`src/rtl/mvb_frame_tx.sv`:
```
// mvb_frame_tx
//   Single-clock MVB frame transmitter. Parallel words are buffered in an
//   internal FIFO. Each frame is serialised as Manchester half-bits:
//   start delimiter, data (MSB first), one check byte after every 64-bit
//   block, then an NL end delimiter. All bit timing comes from a
//   clock-enable divider.
//
// Ports
//   clk, rst              single clock, synchronous active-high reset
//   wr_en, wr_data        FIFO write port
//   fifo_full, fifo_level FIFO status (registered)
//   wr_ovf                pulse when a write is dropped on a full FIFO
//   start, frame_type,    frame request: master (16 bits) or slave with
//   len_code              length 16 << len_code (codes 0..4)
//   busy, done, err_start frame status
//   tx_out, tx_en         Manchester line data and driver enable
module mvb_frame_tx #(
    parameter int DATA_W       = 16,
    parameter int FIFO_DEPTH   = 32,
    parameter int HALFBIT_DIV  = 8,
    parameter int GAP_HALFBITS = 8
) (
    input  logic                          clk,
    input  logic                          rst,
    input  logic                          wr_en,
    input  logic [DATA_W-1:0]             wr_data,
    output logic                          fifo_full,
    output logic [$clog2(FIFO_DEPTH):0]   fifo_level,
    output logic                          wr_ovf,
    input  logic                          start,
    input  logic                          frame_type,
    input  logic [2:0]                    len_code,
    output logic                          busy,
    output logic                          done,
    output logic                          err_start,
    output logic                          tx_out,
    output logic                          tx_en
);

    localparam int PTR_W = $clog2(FIFO_DEPTH);
    localparam int LVL_W = PTR_W + 1;
    localparam int DIV_W = $clog2(HALFBIT_DIV);
    localparam int WB_W  = $clog2(DATA_W);
    localparam int CNT_W = 16;

    localparam logic [2:0] ST_IDLE  = 3'd0;
    localparam logic [2:0] ST_DELIM = 3'd1;
    localparam logic [2:0] ST_DATA  = 3'd2;
    localparam logic [2:0] ST_CRC   = 3'd3;
    localparam logic [2:0] ST_END   = 3'd4;
    localparam logic [2:0] ST_GAP   = 3'd5;

    // Delimiter half-bits, first half-bit in the MSB.
    localparam logic [17:0] MASTER_DELIM = 18'b10_11_00_01_11_00_01_01_01;
    localparam logic [17:0] SLAVE_DELIM  = 18'b10_10_10_10_00_11_10_00_11;

    // One LFSR step of G = x^7+x^6+x^5+x^2+1, data fed MSB first.
    function automatic logic [6:0] crc7_step(input logic [6:0] crc, input logic din);
        logic fb;
        fb = din ^ crc[6];
        crc7_step = {crc[5:0], 1'b0} ^ (fb ? 7'b1100101 : 7'b0000000);
    endfunction

    // Check byte: CRC plus even parity over block data and CRC, all inverted.
    function automatic logic [7:0] check_byte(input logic [6:0] crc, input logic data_par);
        check_byte = ~{crc, data_par ^ (^crc)};
    endfunction

    // ---------------- FIFO ----------------
    logic [DATA_W-1:0] mem_r [FIFO_DEPTH];
    logic [PTR_W-1:0]  wr_ptr_r, rd_ptr_r;
    logic [LVL_W-1:0]  lvl_nxt_s;
    logic              wr_do_s, pop_s;
    logic [DATA_W-1:0] head_s;

    // A write into a full FIFO still succeeds when a pop frees a slot that cycle.
    assign wr_do_s = wr_en && (!fifo_full || pop_s);
    assign head_s  = mem_r[rd_ptr_r];

    // Next FIFO fill level.
    always_comb begin
        lvl_nxt_s = fifo_level;
        case ({wr_do_s, pop_s})
            2'b10:   lvl_nxt_s = fifo_level + LVL_W'(1);
            2'b01:   lvl_nxt_s = fifo_level - LVL_W'(1);
            default: lvl_nxt_s = fifo_level;
        endcase
    end

    // FIFO pointers, level and status flags.
    always_ff @(posedge clk) begin
        if (rst) begin
            wr_ptr_r   <= {PTR_W{1'b0}};
            rd_ptr_r   <= {PTR_W{1'b0}};
            fifo_level <= {LVL_W{1'b0}};
            fifo_full  <= 1'b0;
            wr_ovf     <= 1'b0;
        end else begin
            if (wr_do_s) wr_ptr_r <= wr_ptr_r + PTR_W'(1);
            if (pop_s)   rd_ptr_r <= rd_ptr_r + PTR_W'(1);
            fifo_level <= lvl_nxt_s;
            fifo_full  <= (lvl_nxt_s == LVL_W'(FIFO_DEPTH));
            wr_ovf     <= wr_en && !wr_do_s;
        end
    end

    // FIFO storage (no reset needed, contents qualified by the pointers).
    always_ff @(posedge clk) begin
        if (wr_do_s) mem_r[wr_ptr_r] <= wr_data;
    end

    // ---------------- transmitter ----------------
    logic [2:0]        state_r;
    logic [DIV_W-1:0]  div_r;
    logic              half_r;
    logic [CNT_W-1:0]  cnt_r;
    logic              ftype_r;
    logic [8:0]        bits_left_r;
    logic [5:0]        blk_r;
    logic [WB_W-1:0]   wbit_r;
    logic [DATA_W-1:0] shift_r;
    logic [6:0]        crc_r;
    logic              par_r;
    logic [7:0]        chk_r;

    logic              tick_s, sym_end_s, len_ok_s, can_go_s;
    logic [8:0]        n_bits_s, words_s;
    logic              bit_s, par_nxt_s, last_in_blk_s, word_end_s;
    logic [6:0]        crc_nxt_s;
    logic [17:0]       delim_s;
    logic [4:0]        delim_idx_s;
    logic              line_s, active_s, done_s;

    assign tick_s        = (div_r == DIV_W'(HALFBIT_DIV - 1));
    assign sym_end_s     = tick_s && half_r;
    assign n_bits_s      = 9'd16 << (frame_type ? len_code : 3'd0);
    assign words_s       = n_bits_s >> WB_W;
    assign len_ok_s      = !frame_type || (len_code <= 3'd4);
    assign can_go_s      = len_ok_s && (32'(fifo_level) >= 32'(words_s));
    assign bit_s         = shift_r[DATA_W-1];
    assign crc_nxt_s     = crc7_step(crc_r, bit_s);
    assign par_nxt_s     = par_r ^ bit_s;
    assign last_in_blk_s = (bits_left_r == 9'd1) || (blk_r == 6'd63);
    assign word_end_s    = (wbit_r == WB_W'(DATA_W - 1));
    assign delim_s       = ftype_r ? SLAVE_DELIM : MASTER_DELIM;
    assign delim_idx_s   = 5'd17 - {cnt_r[3:0], half_r};
    assign active_s      = (state_r == ST_DELIM) || (state_r == ST_DATA) ||
                           (state_r == ST_CRC)   || (state_r == ST_END);
    // First cycle of GAP: the final NL half-bit has just ended.
    assign done_s        = (state_r == ST_GAP) && (cnt_r == CNT_W'(0)) &&
                           (div_r == DIV_W'(0));

    // Pop a word exactly when the symbol before its MSB ends.
    assign pop_s = sym_end_s &&
                   (((state_r == ST_DELIM) && (cnt_r == CNT_W'(8))) ||
                    ((state_r == ST_DATA) && !last_in_blk_s && word_end_s) ||
                    ((state_r == ST_CRC) && (cnt_r == CNT_W'(7)) &&
                     (bits_left_r != 9'd0)));

    // Line level for the half-bit currently being produced.
    always_comb begin
        line_s = 1'b0;
        case (state_r)
            ST_DELIM: line_s = delim_s[delim_idx_s];
            ST_DATA:  line_s = bit_s ^ half_r;
            ST_CRC:   line_s = chk_r[7] ^ half_r;
            default:  line_s = 1'b0;
        endcase
    end

    // Frame sequencer: divider, symbol counters, data shifter and CRC.
    always_ff @(posedge clk) begin
        if (rst) begin
            state_r     <= ST_IDLE;
            div_r       <= {DIV_W{1'b0}};
            half_r      <= 1'b0;
            cnt_r       <= {CNT_W{1'b0}};
            ftype_r     <= 1'b0;
            bits_left_r <= 9'd0;
            blk_r       <= 6'd0;
            wbit_r      <= {WB_W{1'b0}};
            shift_r     <= {DATA_W{1'b0}};
            crc_r       <= 7'd0;
            par_r       <= 1'b0;
            chk_r       <= 8'd0;
            err_start   <= 1'b0;
        end else begin
            err_start <= 1'b0;
            if (state_r != ST_IDLE) begin
                div_r <= tick_s ? {DIV_W{1'b0}} : div_r + DIV_W'(1);
                if (tick_s) half_r <= ~half_r;
            end
            case (state_r)
                ST_IDLE: begin
                    div_r  <= {DIV_W{1'b0}};
                    half_r <= 1'b0;
                    cnt_r  <= {CNT_W{1'b0}};
                    if (start) begin
                        if (can_go_s) begin
                            state_r     <= ST_DELIM;
                            ftype_r     <= frame_type;
                            bits_left_r <= n_bits_s;
                        end else begin
                            err_start <= 1'b1;
                        end
                    end
                end
                ST_DELIM: begin
                    if (sym_end_s) begin
                        if (cnt_r == CNT_W'(8)) begin
                            state_r <= ST_DATA;
                            cnt_r   <= {CNT_W{1'b0}};
                            shift_r <= head_s;
                            wbit_r  <= {WB_W{1'b0}};
                            blk_r   <= 6'd0;
                            crc_r   <= 7'd0;
                            par_r   <= 1'b0;
                        end else begin
                            cnt_r <= cnt_r + CNT_W'(1);
                        end
                    end
                end
                ST_DATA: begin
                    if (sym_end_s) begin
                        crc_r       <= crc_nxt_s;
                        par_r       <= par_nxt_s;
                        bits_left_r <= bits_left_r - 9'd1;
                        if (last_in_blk_s) begin
                            state_r <= ST_CRC;
                            chk_r   <= check_byte(crc_nxt_s, par_nxt_s);
                            cnt_r   <= {CNT_W{1'b0}};
                            blk_r   <= 6'd0;
                        end else begin
                            blk_r <= blk_r + 6'd1;
                            if (word_end_s) begin
                                shift_r <= head_s;
                                wbit_r  <= {WB_W{1'b0}};
                            end else begin
                                shift_r <= {shift_r[DATA_W-2:0], 1'b0};
                                wbit_r  <= wbit_r + WB_W'(1);
                            end
                        end
                    end
                end
                ST_CRC: begin
                    if (sym_end_s) begin
                        chk_r <= {chk_r[6:0], 1'b0};
                        if (cnt_r == CNT_W'(7)) begin
                            cnt_r <= {CNT_W{1'b0}};
                            if (bits_left_r == 9'd0) begin
                                state_r <= ST_END;
                            end else begin
                                state_r <= ST_DATA;
                                shift_r <= head_s;
                                wbit_r  <= {WB_W{1'b0}};
                                crc_r   <= 7'd0;
                                par_r   <= 1'b0;
                            end
                        end else begin
                            cnt_r <= cnt_r + CNT_W'(1);
                        end
                    end
                end
                ST_END: begin
                    if (sym_end_s) begin
                        state_r <= ST_GAP;
                        cnt_r   <= {CNT_W{1'b0}};
                    end
                end
                ST_GAP: begin
                    // GAP is counted in half-bits, not symbols.
                    if (tick_s) begin
                        if (cnt_r == CNT_W'(GAP_HALFBITS - 1)) begin
                            state_r <= ST_IDLE;
                            cnt_r   <= {CNT_W{1'b0}};
                        end else begin
                            cnt_r <= cnt_r + CNT_W'(1);
                        end
                    end
                end
                default: state_r <= ST_IDLE;
            endcase
        end
    end

    // Registered line and status outputs, one cycle behind the sequencer.
    always_ff @(posedge clk) begin
        if (rst) begin
            tx_out <= 1'b0;
            tx_en  <= 1'b0;
            busy   <= 1'b0;
            done   <= 1'b0;
        end else begin
            tx_out <= active_s ? line_s : 1'b0;
            tx_en  <= active_s;
            busy   <= (state_r != ST_IDLE);
            done   <= done_s;
        end
    end

endmodule

```
`config.mk`:
```
export PLATFORM = sky130hd
export DESIGN_NAME = mvb_frame_tx
export DESIGN_NICKNAME = d
export VERILOG_FILES = /design/src/rtl/mvb_frame_tx.sv
export SDC_FILE = /design/constraint.sdc
export NUM_CORES = 1
export LEC_CHECK = 0
export CORE_ASPECT_RATIO = 0.7
export CORE_MARGIN = 1
export CORE_UTILIZATION = 35
export CTS_CLUSTER_DIAMETER = 100
export CTS_CLUSTER_SIZE = 16
export DETAILED_ROUTE_END_ITERATION = 8
export MAX_ROUTING_LAYER = met4
export PLACE_DENSITY = 0.52
export SYNTH_ARGS = -nofsm -noshare
export SYNTH_HDL_FRONTEND = slang
export SYNTH_SLANG_ARGS = --single-unit
export TNS_END_PERCENT = 20
```
`constraint.sdc`:
```
create_clock -name clk -period 4.7 [get_ports clk]
set_input_delay 1.41 -clock clk [delete_from_list [all_inputs] [get_ports clk]]
set_output_delay 1.41 -clock clk [all_outputs]
set_load 0.005 [all_outputs]
```
## Word level (Yosys, flattened, before mapping)

Memory sizes are Yosys's and may differ from the RTL's. A register that Yosys moved wholly into a read port is not among the register bits.
Cells that the tools add are included.

- Register bits after elaboration: 98
- Bits in latches: 0
- Memory bits (writable): 512
- Bits in read-only memories: 0
- Bits of input ports: 24
- Memories kept: 1

Memory list:

| memory | depth | bits a word | read ports | clocked after memory_dff | write ports | line | RTL |
|---|---|---|---|---|---|---|---|
| mem_r | 32 | 16 | 1 | 1 | 1 | 70 | `logic [DATA_W-1:0] mem_r [FIFO_DEPTH];` |

- $add $sub $neg: 10
- Multiply operators: 0
- Div/mod/pow operators: 0
- Order comparisons: 3
- Equal/unequal tests: 27
- Shift operators: 1
- Muxes and demuxes: 80
- Bitwise gates (word level): 11
- Reductions and logical operators: 48

Operators with widths:

| operator | count |
|---|---|
| two-way mux 16 bit | 16 |
| one-hot mux 16 bit (6 select lines) | 1 |
| two-way mux 7 bit | 7 |
| one-hot mux 16 bit (3 select lines) | 1 |
| two-way mux 3 bit | 14 |
| two-way mux 4 bit | 8 |
| two-way mux 9 bit | 3 |
| two-way mux 6 bit | 4 |
| two-way mux 8 bit | 3 |
| one-hot mux 6 bit (2 select lines) | 2 |
| one-hot mux 7 bit (3 select lines) | 1 |
| inequality test 2 bit (second input constant) | 10 |
| one-hot mux 3 bit (6 select lines) | 1 |
| one-hot mux 9 bit (2 select lines) | 1 |
| adder 16 x 1 -> 16 bit (second input constant) | 1 |
| equality test 16 x 3 -> 1 bit (second input constant) | 1 |
| equality test 16 x 4 -> 1 bit (second input constant) | 1 |
| zero test 16 bit | 1 |
| one-hot mux 8 bit (2 select lines) | 1 |
| two-way mux 15 bit | 1 |
| AND reduction 7 bit | 2 |
| adder 6 x 1 -> 6 bit (second input constant) | 2 |
| equality test 6 bit (second input constant) | 2 |
| logical AND 1 bit | 12 |
| 43 further kinds | 84 |

## Depth between registers and ports, before layout

Gate-level depths: netlist of the first run.

- Depth in word-level cells: 13
- Depth in mapped cells: 18
- Mapped depth without buffers: 16

## Worst setup path after synthesis of the first run

OpenSTA, ideal clock, no wires.

- Path type: input-to-reg
- Start point: input port wr_en
- End point: register fifo_full
- Arrival: 3.502 ns
- Required time: 4.584 ns
- Path slack: 1.081 ns
- Stages on the path: 13
- Path through: nand2_1 -> a31oi_1 -> inv_1 -> ha_1 -> clkbuf_1 -> xor2_1 -> ha_1 -> a21oi_1 -> xor2_1 -> nor2_1 -> xnor2_1 -> nor2b_1 -> and4_1

- Word-level cells in the longest chain between the ends: 4

Ends and longest elaborated chain:

| item | line | RTL |
|---|---|---|
| start: declaration | 25 | `input logic wr_en,` |
| logical AND 1 bit (*) | 77 | `assign wr_do_s = wr_en && (!fifo_full \|\| pop_s);` |
| equality test 2 x 1 -> 1 bit / equality test 2 bit (equally long branches) | 83 | `case ({wr_do_s, pop_s})` |
| one-hot mux 6 bit (2 select lines) (*) | 83 |  |
| equality test 6 bit (*) | 102 | `fifo_full <= (lvl_nxt_s == LVL_W'(FIFO_DEPTH));` |
| end signal: assignment | 102 |  |
| end: declaration | 27 | `output logic fifo_full,` |

Mark *: on every way between the ends. The rest lies on a longest branch, timed or not.
A chain may end at the register's enable or synchronous reset.

## Worst setup path in the final report of the first run

- Start point: register cnt_r[10]
- End point: register fifo_full

- Word-level cells in the longest chain between the ends: 10

Ends and longest elaborated chain:

| item | line | RTL |
|---|---|---|
| start: declaration | 116 | `logic [CNT_W-1:0] cnt_r;` |
| start signal: assignment | 177 | `cnt_r <= {CNT_W{1'b0}};` |
| start signal: assignment | 197 | `cnt_r <= {CNT_W{1'b0}};` |
| start signal: assignment | 212 | `cnt_r <= {CNT_W{1'b0}};` |
| equality test 16 x 4 -> 1 bit / equality test 16 x 3 -> 1 bit (equally long branches) | 155, 157 |  |
| logical AND 1 bit, on equally long branches | 155, 157 |  |
| logical OR 1 bit / logical AND 1 bit (equally long branches) | 155, 157 |  |
| logical OR 1 bit (*) | 156 | `((state_r == ST_DATA) && !last_in_blk_s && word_end_s) \|\|` |
| logical AND 1 bit (*) | 154 | `assign pop_s = sym_end_s &&` |
| logical OR 1 bit | 77 |  |
| logical AND 1 bit | 77 |  |
| equality test 2 x 1 -> 1 bit / equality test 2 bit (equally long branches) | 83 |  |
| one-hot mux 6 bit (2 select lines) (*) | 83 |  |
| equality test 6 bit (*) | 102 |  |

Marked as above.

==> results.cfg, run 1 <==
[critical_path]
worstPathArrival_ns = 4.48
critPathLaunchType = flip-flop
worstPathRequired_ns = 5.19
timing.critical_path.mode_cell = a21oi_1
slowest_delay_ns = 0.52
crit_fanout = 9
crit_type = reg -> reg
cp-end-kind = flip-flop
crit_slowest_cell = or3b_2
cp_cell_sequence = nor4_4 > nand4_2 > or3_1 > a31o_4 > inv_1 > ha_1 > or3b_2 > nor4_1 > a21oi_1 > a21oi_1 > mux2_2 > and4_1

[layout]
final_common_cell = edfxtp_1
layout_common_cells = 512 x edfxtp_1, 176 x nand2_1, 126 x mux4_2, 99 x dfxtp_1, 95 x nor2_1
final_area_um2 = 28200
drive_gt1_share_pct = 17.90
area_growth_pct = 11.73
fillCellCount = 6479
final_nets = 1700

[die]
core-area_um2 = 70540
rows = 81
pin_count = 37
die_area_um2 = 73210
die_w_um = 323.0
start_util_pct = 35.78
die_h_um = 226.7

[logic_synthesis]
synth_edf_count = 512
syn-instance-count = 1594
netlist_area_um2 = 25240
synthTopCellsByArea = edfxtp_1 61%, mux4_2 11%, dfxtp_1 8.2%
yosysSeqAreaShare_pct = 69.09
syn-num-nets = 1641
yosys_warnings = 0
synth_cell_types = 69
syn_area_per_cell_um2 = 15.83
ys_ff_latch = 615
synth_top_area_cell = edfxtp_1
synth_flop_cell = edfxtp_1
synth.top_cell.area_share_pct = 60.92
ys_async_sr_fraction_pct = 0

[timing]
holdWs_ns = 0.4733
finalHoldViolCount = 0
post-route-period-util_pct = 84.97
fin_skew_ns = 0.02713
tightestPinTransition_ns = 1.358
fmax_mhz = 250.4
rsz0062_at_grt = no
fin_crit_ns = 3.994
finalSetupTns_ns = 0
maxSlewViolCount = 0
maxSlewHeadroom_pct = 9.310
finalSetupViolations = 0

[pwr]
clkPwrFrac_pct = 33.9
p_sw_share_pct = 24.18
power_frac_comb_pct = 9.0
ir_worst_vdd_mv = 0.2114
cellPowerDensity_nw_per_um2 = 373.1
leakage_nw = 8.764
p_int_mw = 7.978
p_sw_mw = 2.544
power_frac_seq_pct = 57.1

[global_route]
antenna_found_initial = 2
grt-ovfl-total = 0
grt_first_pass_wirelength_mm = 92.40
grt_use_total_pct = 17.62
grt_pass1_vias = 14150
grt_max_degree = 89

[clocking]
clk_latency_ns = 0.60
cts_root_buffer = clkbuf_16
clk_pin_slew_ns = 0.08
cts.path.max_buffers = 3
cts_setup_buffers = 0
htreeDepth = 2
cts_inserted_buffers = 44
cts_tree = yes
post_cts_resized = 0
clock_sinks = 615
cts_hold_buf = 0

[place]
placed_area_um2 = 26980
place_congestion = 0.8102
place_hpwl_mm = 37.85
port_buffers = 36

[run_status]
status = complete, no violations

[routing]
drt-initial-drc-count = 1398
drc_errors = 0
drtAntennaViolNets = 0
wl_mm = 61.41
wl_per_cell_um = 23.39
vias_per_cell = 5.389
first_pass_iters = 6
vias = 14150

[run]
drv_cap = 0

[min_path]
hp-class = reg -> reg
[through the flow]
stage | util, % | power, mW | setup WS [ns] | instances
CTS | 39.97 | 10.64 | 0.7388 | 2624
global placement | 38.25 | 7.063 | 0.5453 | 2561
floorplan | - | 6.679 | 1.081 | 1594
global route | 39.97 | 10.93 | 0.4479 | 2624
finish | 39.98 | 10.52 | 0.7063 | 2626
detailed placement | 38.25 | 7.074 | 0.4909 | 2561
[critical path, delay by kind of cell, from the launching register on]
| kind | cells | cell delay (ns) |
|---|---|---|
| AO/OA/AOI/OAI | 3 | 0.53 |
| adder cells (fa/ha/maj) | 1 | 0.39 |
| buffers and inverters | 1 | 0.19 |
| flip-flops | 1 | 0.37 |
| multiplexers | 1 | 0.37 |
| AND/OR/NAND/NOR | 6 | 2.04 |
[metal layers]
metal / track usage (%) / up-vias / part of all wire, %
li1: - / 6304 / -
met1: 25.63 / 7397 / 47
met2: 24.93 / 382 / 43
met3: 4.368 / 69 / 8.1
met4: 3.486 / 0 / 1.5
met5: - / - / 0
[power groups by stage]
stage	combinational, mW	clock, mW	sequential [mW]
after floorplan	0.574	0	6.11
after global placement	0.935	0	6.13
after detailed placement	0.945	0	6.13
after CTS	0.948	3.69	6.00
after global routing	1.04	3.88	6.01
final	0.952	3.56	6.01
[synth_stat cells, drive strengths merged (5+ instances only)]
master	n
or3b	5
and3	9
inv	37
and2	8
a211oi	12
nor2	101
or3	7
ha	23
dfxtp	103
a222oi	15
buf	39
nor4	13
nor2b	10
xor2	10
mux4	126
nand4	13
a31oi	13
nand2b	5
nand3	26
o21ai	35
mux2i	16
nor3	31
a21oi	54
a221oi	14
xnor2	27
edfxtp	512
nand3b	9
mux2	25
clkbuf	50
nand2	176
or4	6
o31ai	9
a21o	7
[final cells by class]
type	count	area (µm²)	share of cell area [%]
sequential	615	17450	61.88
timing repair buffer	102	875.8	3.106
inverter	37	138.9	0.4925
multi-input combinational	853	7323	25.97
antenna	2	5.005	0.01775
clock inverter	4	56.30	0.1997
clock buffer	59	1157	4.104
tap	954	1194	4.233
[worst paths after layout]
kind              slack, ns                        to  depth (start not counted)                     start
setup / recovery       0.71      fifo_full$_SDFF_PP0_                         12    cnt_r[10]$_SDFFE_PP0P_
hold / removal         0.47  shift_r[14]$_SDFFE_PP0P_                          2  shift_r[14]$_SDFFE_PP0P_
setup reg to reg       0.71      fifo_full$_SDFF_PP0_                         12    cnt_r[10]$_SDFFE_PP0P_
hold reg to reg        0.47  shift_r[14]$_SDFFE_PP0P_                          2  shift_r[14]$_SDFFE_PP0P_
[logic make-up (layout without fill, tap and decap cells)]
family | after synthesis | in the layout | synth area share [%]
DFF | 615 | 615 | 69.09
and+or+nand+nor | 436 | 436 | 8.289
AOI/OAI and AO/OA | 190 | 190 | 5.171
muxes | 167 | 167 | 12.99
buffers and inverters | 126 | 202 | 2.037
xor gates and xnor gates | 37 | 37 | 1.284
adders and majority gates | 23 | 23 | 1.140
other | 0 | 2 | 0
[sequential cells by signal, summed over array words and instances (netlist names), 3 cells and up, named ones only]
register     flops
wr_ptr_r         5
shift_r         16
state_r          3
cnt_r           16
div_r            3
chk_r            8
mem_r          512
bits_left_r      9
fifo_level       6
wbit_r           4
rd_ptr_r         5
crc_r            7
blk_r            6
(Power assumes the default switching activity.)
==> inputs of run 2 (changes only) <==
clock period = 4 ns   (was 4.7 ns; I/O delays follow)
==> results.cfg, run 2 (same netlist as run 1, synthesis figures left out) <==
[timing]
post-route-period-util_pct = 93.91
finalSetupViolations = 0
maxSlewHeadroom_pct = 39.96
tightestPinTransition_ns = 0.9006
fin_crit_ns = 3.756
fin_skew_ns = 0.01541
rsz0062_at_grt = no
finalSetupTns_ns = 0
finalHoldViolCount = 0
fmax_mhz = 266.2
maxSlewViolCount = 0

[clocking]
cts_tree = yes
cts.path.max_buffers = 3
clk_latency_ns = 0.59
clock_sinks = 615
clk_pin_slew_ns = 0.08
cts_inserted_buffers = 44
cts_hold_buf = 0
htreeDepth = 2
cts_setup_buffers = 0
post_cts_resized = 0
cts_root_buffer = clkbuf_16

[critical_path]
cp-end-kind = flip-flop
worstPathRequired_ns = 4.48
critPathLaunchType = flip-flop
crit_type = reg -> reg
ff2ff_path_depth = 12
worstPathArrival_ns = 4.24
crit_fanout = 6

[pwr]
leakage_nw = 8.889
ir_worst_vdd_mv = 0.3133
cellPowerDensity_nw_per_um2 = 439.1

[die]
pin_count = 37
die_h_um = 226.7
start_util_pct = 35.78
die_w_um = 323.0
die_area_um2 = 73210
rows = 81
core-area_um2 = 70540

[routing]
vias = 14080
wl_mm = 61.66
wl_per_cell_um = 23.35
drc_errors = 0
vias_per_cell = 5.331
drt-initial-drc-count = 1271
first_pass_iters = 8
drtAntennaViolNets = 0

[global_route]
grt_pass1_vias = 14030
grt-ovfl-total = 0
antenna_found_initial = 2
grt_use_total_pct = 17.67
grt_first_pass_wirelength_mm = 92.40
grt_max_degree = 47

[run_status]
status = complete, no violations

[min_path]
hold_depth = 2
hp-class = reg -> reg

[run]
drv_cap = 0

[layout]
final_common_cell = edfxtp_1
largest_register = mem_r
fin_util_pct = 40.35
reg_top3 = mem_r (512), cnt_r (16), shift_r (16)
antenna_cells = 0
largest_reg_flops = 512
layout_common_cells = 512 x edfxtp_1, 176 x nand2_1, 126 x mux4_2, 99 x dfxtp_1, 95 x nor2_1
drive_gt1_share_pct = 18.73
fillCellCount = 6481
area_growth_pct = 12.77
final_nets = 1716

[place]
place_congestion = 0.8228
port_buffers = 36
place_hpwl_mm = 38.52
[run 2: worst paths after layout]
check / from / to / slack, ns
setup / recovery: bits_left_r[5]$_SDFFE_PP0P_ / fifo_full$_SDFF_PP0_ / 0.24
setup reg to reg: bits_left_r[5]$_SDFFE_PP0P_ / fifo_full$_SDFF_PP0_ / 0.24
hold / removal: shift_r[14]$_SDFFE_PP0P_ / shift_r[14]$_SDFFE_PP0P_ / 0.46
hold reg to reg: shift_r[14]$_SDFFE_PP0P_ / shift_r[14]$_SDFFE_PP0P_ / 0.46
[run 2: critical path, stage by stage, from the launching register on]
cell,delay (ns)
dfxtp_1,0.36
nor4_1,0.71
and3_1,0.42
o31a_2,0.19
a31oi_1,0.13
inv_1,0.12
ha_1,0.22
or3b_2,0.48
nor4_1,0.20
a21oi_1,0.07
a21oi_1,0.18
mux2_2,0.36
and4_1,0.19
[run 2: where the power goes]
part / total [mW] / switching, mW / leakage, nW / internal (mW)
registers: 7.04 / 0.0481 / 5.45 / 6.99
logic: 1.14 / 0.778 / 2.84 / 0.360
clock network: 4.32 / 2.15 / 0.606 / 2.16
total: 12.5 / 2.98 / 8.89 / 9.52
[run 2: final cells by class]
| class | instances | area (µm²) | area share [%] |
|---|---|---|---|
| multi-input cells | 853 | 7323 | 25.73 |
| well taps | 954 | 1194 | 4.194 |
| flip-flops and latches | 615 | 17450 | 61.31 |
| clock buffers | 61 | 1207 | 4.242 |
| clock inverters | 3 | 53.80 | 0.1890 |
| repair buffers | 118 | 1096 | 3.851 |
| inverters | 37 | 138.9 | 0.4880 |
[run 2: metrics by stage]
stage	total power, mW	area, µm²	std cells	worst slack [ns]	hold WS (ns)
floorplan	7.848	25240	1594	0.4268	0.4324
finish	12.50	28460	2641	0.2436	0.4610
global placement	8.303	27200	2577	0.1890	0.4456
global route	12.95	28460	2641	0.05376	0.4887
CTS	12.61	28460	2641	0.3749	0.4631
detailed placement	8.311	27200	2577	0.1220	0.4494
[run 2: per-layer routing]
| metal | wire length, µm | part of all wire (%) | up-vias | GRT usage (%) |
|---|---|---|---|---|
| met5 | 0 | 0 | - | - |
| met4 | 992 | 1.6 | 0 | 3.639 |
| met3 | 3850 | 6.2 | 70 | 3.707 |
| met2 | 26550 | 43 | 357 | 24.96 |
| met1 | 30270 | 49 | 7308 | 26.13 |
| li1 | - | - | 6343 | - |
==> inputs of run 3 (changes only) <==
CTS_BUF_LIST = sky130_fd_sc_hd__clkbuf_8   (was unset)
==> results.cfg, run 3 (same netlist as run 1, synthesis figures left out) <==
[layout]
fin_util_pct = 39.61
final_common_cell = edfxtp_1
area_growth_pct = 10.70
largest_register = mem_r
layout_common_cells = 512 x edfxtp_1, 176 x nand2_1, 126 x mux4_2, 99 x dfxtp_1, 95 x nor2_1
drive_gt1_share_pct = 18.73
largest_reg_flops = 512
final_nets = 1716
reg_top3 = mem_r (512), cnt_r (16), shift_r (16)

[pwr]
cellPowerDensity_nw_per_um2 = 404.6
leakage_nw = 8.713
ir_worst_vdd_mv = 0.2587

[clocking]
cts_setup_buffers = 0
post_cts_resized = 0
cts.path.max_buffers = 3
clk_pin_slew_ns = 0.12
htreeDepth = 2
clk_latency_ns = 0.66
clock_sinks = 615
cts_tree = yes
cts_hold_buf = 0
cts_root_buffer = clkbuf_8
cts_inserted_buffers = 44

[timing]
finalSetupViolations = 0
maxSlewViolCount = 0
finalSetupTns_ns = 0
fmax_mhz = 269.8
maxSlewHeadroom_pct = 42.31
finalHoldViolCount = 0
fin_skew_ns = 0.02064
post-route-period-util_pct = 92.68
fin_crit_ns = 3.707
holdWs_ns = 0.4684
tightestPinTransition_ns = 0.8653
rsz0062_at_grt = no

[global_route]
grt-ovfl-total = 0
grt_use_total_pct = 17.61
grt_first_pass_wirelength_mm = 92.01
antenna_found_initial = 2
grt_pass1_vias = 13990
grt_max_degree = 47

[min_path]
hold_path_end = shift_r[14]$_SDFFE_PP0P_
min_from = shift_r[14]$_SDFFE_PP0P_
hold_depth = 2
hp-class = reg -> reg

[die]
die_area_um2 = 73210
core-area_um2 = 70540
die_w_um = 323.0
die_h_um = 226.7
start_util_pct = 35.78
pin_count = 37
rows = 81

[routing]
wl_mm = 61.60
first_pass_iters = 7
vias = 14070
drc_errors = 0
wl_per_cell_um = 23.32
vias_per_cell = 5.324
drtAntennaViolNets = 0
drt-initial-drc-count = 1256

[critical_path]
critPathLaunchType = flip-flop
worstPathRequired_ns = 4.55
worstPathArrival_ns = 4.26
crit_fanout = 6
ff2ff_path_depth = 12
regToRegStartpoint = bits_left_r[5]$_SDFFE_PP0P_
cp-end-kind = flip-flop
cp_cell_sequence = nor4_1 > and3_1 > o31a_2 > a31oi_1 > inv_1 > ha_1 > or3b_2 > nor4_1 > a21oi_1 > a21oi_1 > mux2_2 > and4_1
slowest_delay_ns = 0.68
r2r_slack_ns = 0.29
crit_type = reg -> reg
reg2reg_to = fifo_full$_SDFF_PP0_
crit_slowest_cell = nor4_1

[place]
port_buffers = 36
place_congestion = 0.8228
place_hpwl_mm = 38.52

[run_status]
status = complete, no violations

[run]
drv_cap = 0
## run 3: cell types whose count changed in the layout (fill, tap and decap cells not counted)
| cell | before | now |
|---|---|---|
| clkbuf_8 | 0 | 46 |
| clkinv_8 | 1 | 0 |
| clkbuf_1 | 15 | 0 |
| inv_1 | 36 | 51 |
| clkbuf_16 | 46 | 0 |
| inv_6 | 0 | 1 |
| diode_2 | 0 | 1 |
## run 3: worst max-delay path: cells and delay by family, from the launching register on
family / cells / cell delay [ns]
AO/OA/AOI/OAI: 4 / 0.57
buffers and inverters: 1 / 0.12
AND/OR/NAND/NOR: 5 / 1.96
flip-flops: 1 / 0.38
adder cells (fa/ha/maj): 1 / 0.22
multiplexers: 1 / 0.36
## run 3: cell type report
type	count	area (µm²)
tap	954	1194
antenna	1	2.502
fill	6545	42600
clock buffer	46	633.1
inverter	37	138.9
sequential	615	17450
timing repair buffer	118	1096
multi-input combinational	853	7323
clock inverter	18	102.6
## run 3: through the flow
stage | area (µm²) | setup slack [ns] | cells | total power, mW
after floorplan | 25240 | 0.4268 | 1594 | 7.848
after global placement | 27200 | 0.1890 | 2577 | 8.303
after detailed placement | 27200 | 0.1220 | 2577 | 8.311
after CTS | 27940 | 0.3708 | 2641 | 11.43
after global routing | 27940 | 0.04684 | 2641 | 11.76
final | 27940 | 0.2929 | 2642 | 11.30
## run 3: routing by layer
| layer | track usage [%] | vias to the layer above | wire, µm | part of all wire [%] |
|---|---|---|---|---|
| li1 | - | 6331 | - | - |
| met1 | 26.23 | 7275 | 29930 | 49 |
| met2 | 24.72 | 386 | 26500 | 43 |
| met3 | 3.653 | 73 | 4166 | 6.8 |
| met4 | 3.593 | 0 | 1009 | 1.6 |
| met5 | - | - | 0 | 0 |
## run 3: how the worst max path moves through the flow
stage / startpoint / end / slack [ns] / cells past startpoint
floorplan: cnt_r[0]$_SDFFE_PP0P_ / fifo_full$_SDFF_PP0_ / 0.43 / 14
global placement: wr_en / fifo_full$_SDFF_PP0_ / 0.19 / 13
detailed placement: frame_type / bits_left_r[8]$_SDFFE_PP0P_ / 0.12 / 9
CTS: cnt_r[0]$_SDFFE_PP0P_ / fifo_full$_SDFF_PP0_ / 0.37 / 13
global route: cnt_r[0]$_SDFFE_PP0P_ / fifo_full$_SDFF_PP0_ / 0.05 / 13
finish: bits_left_r[5]$_SDFFE_PP0P_ / fifo_full$_SDFF_PP0_ / 0.29 / 12
## run 3: report_power, final
part | switching (mW) | internal (mW) | total [mW]
registers | 0.0485 | 6.99 | 7.04
clock network | 2.00 | 1.13 | 3.13
logic | 0.775 | 0.360 | 1.14
total | 2.83 | 8.48 | 11.3
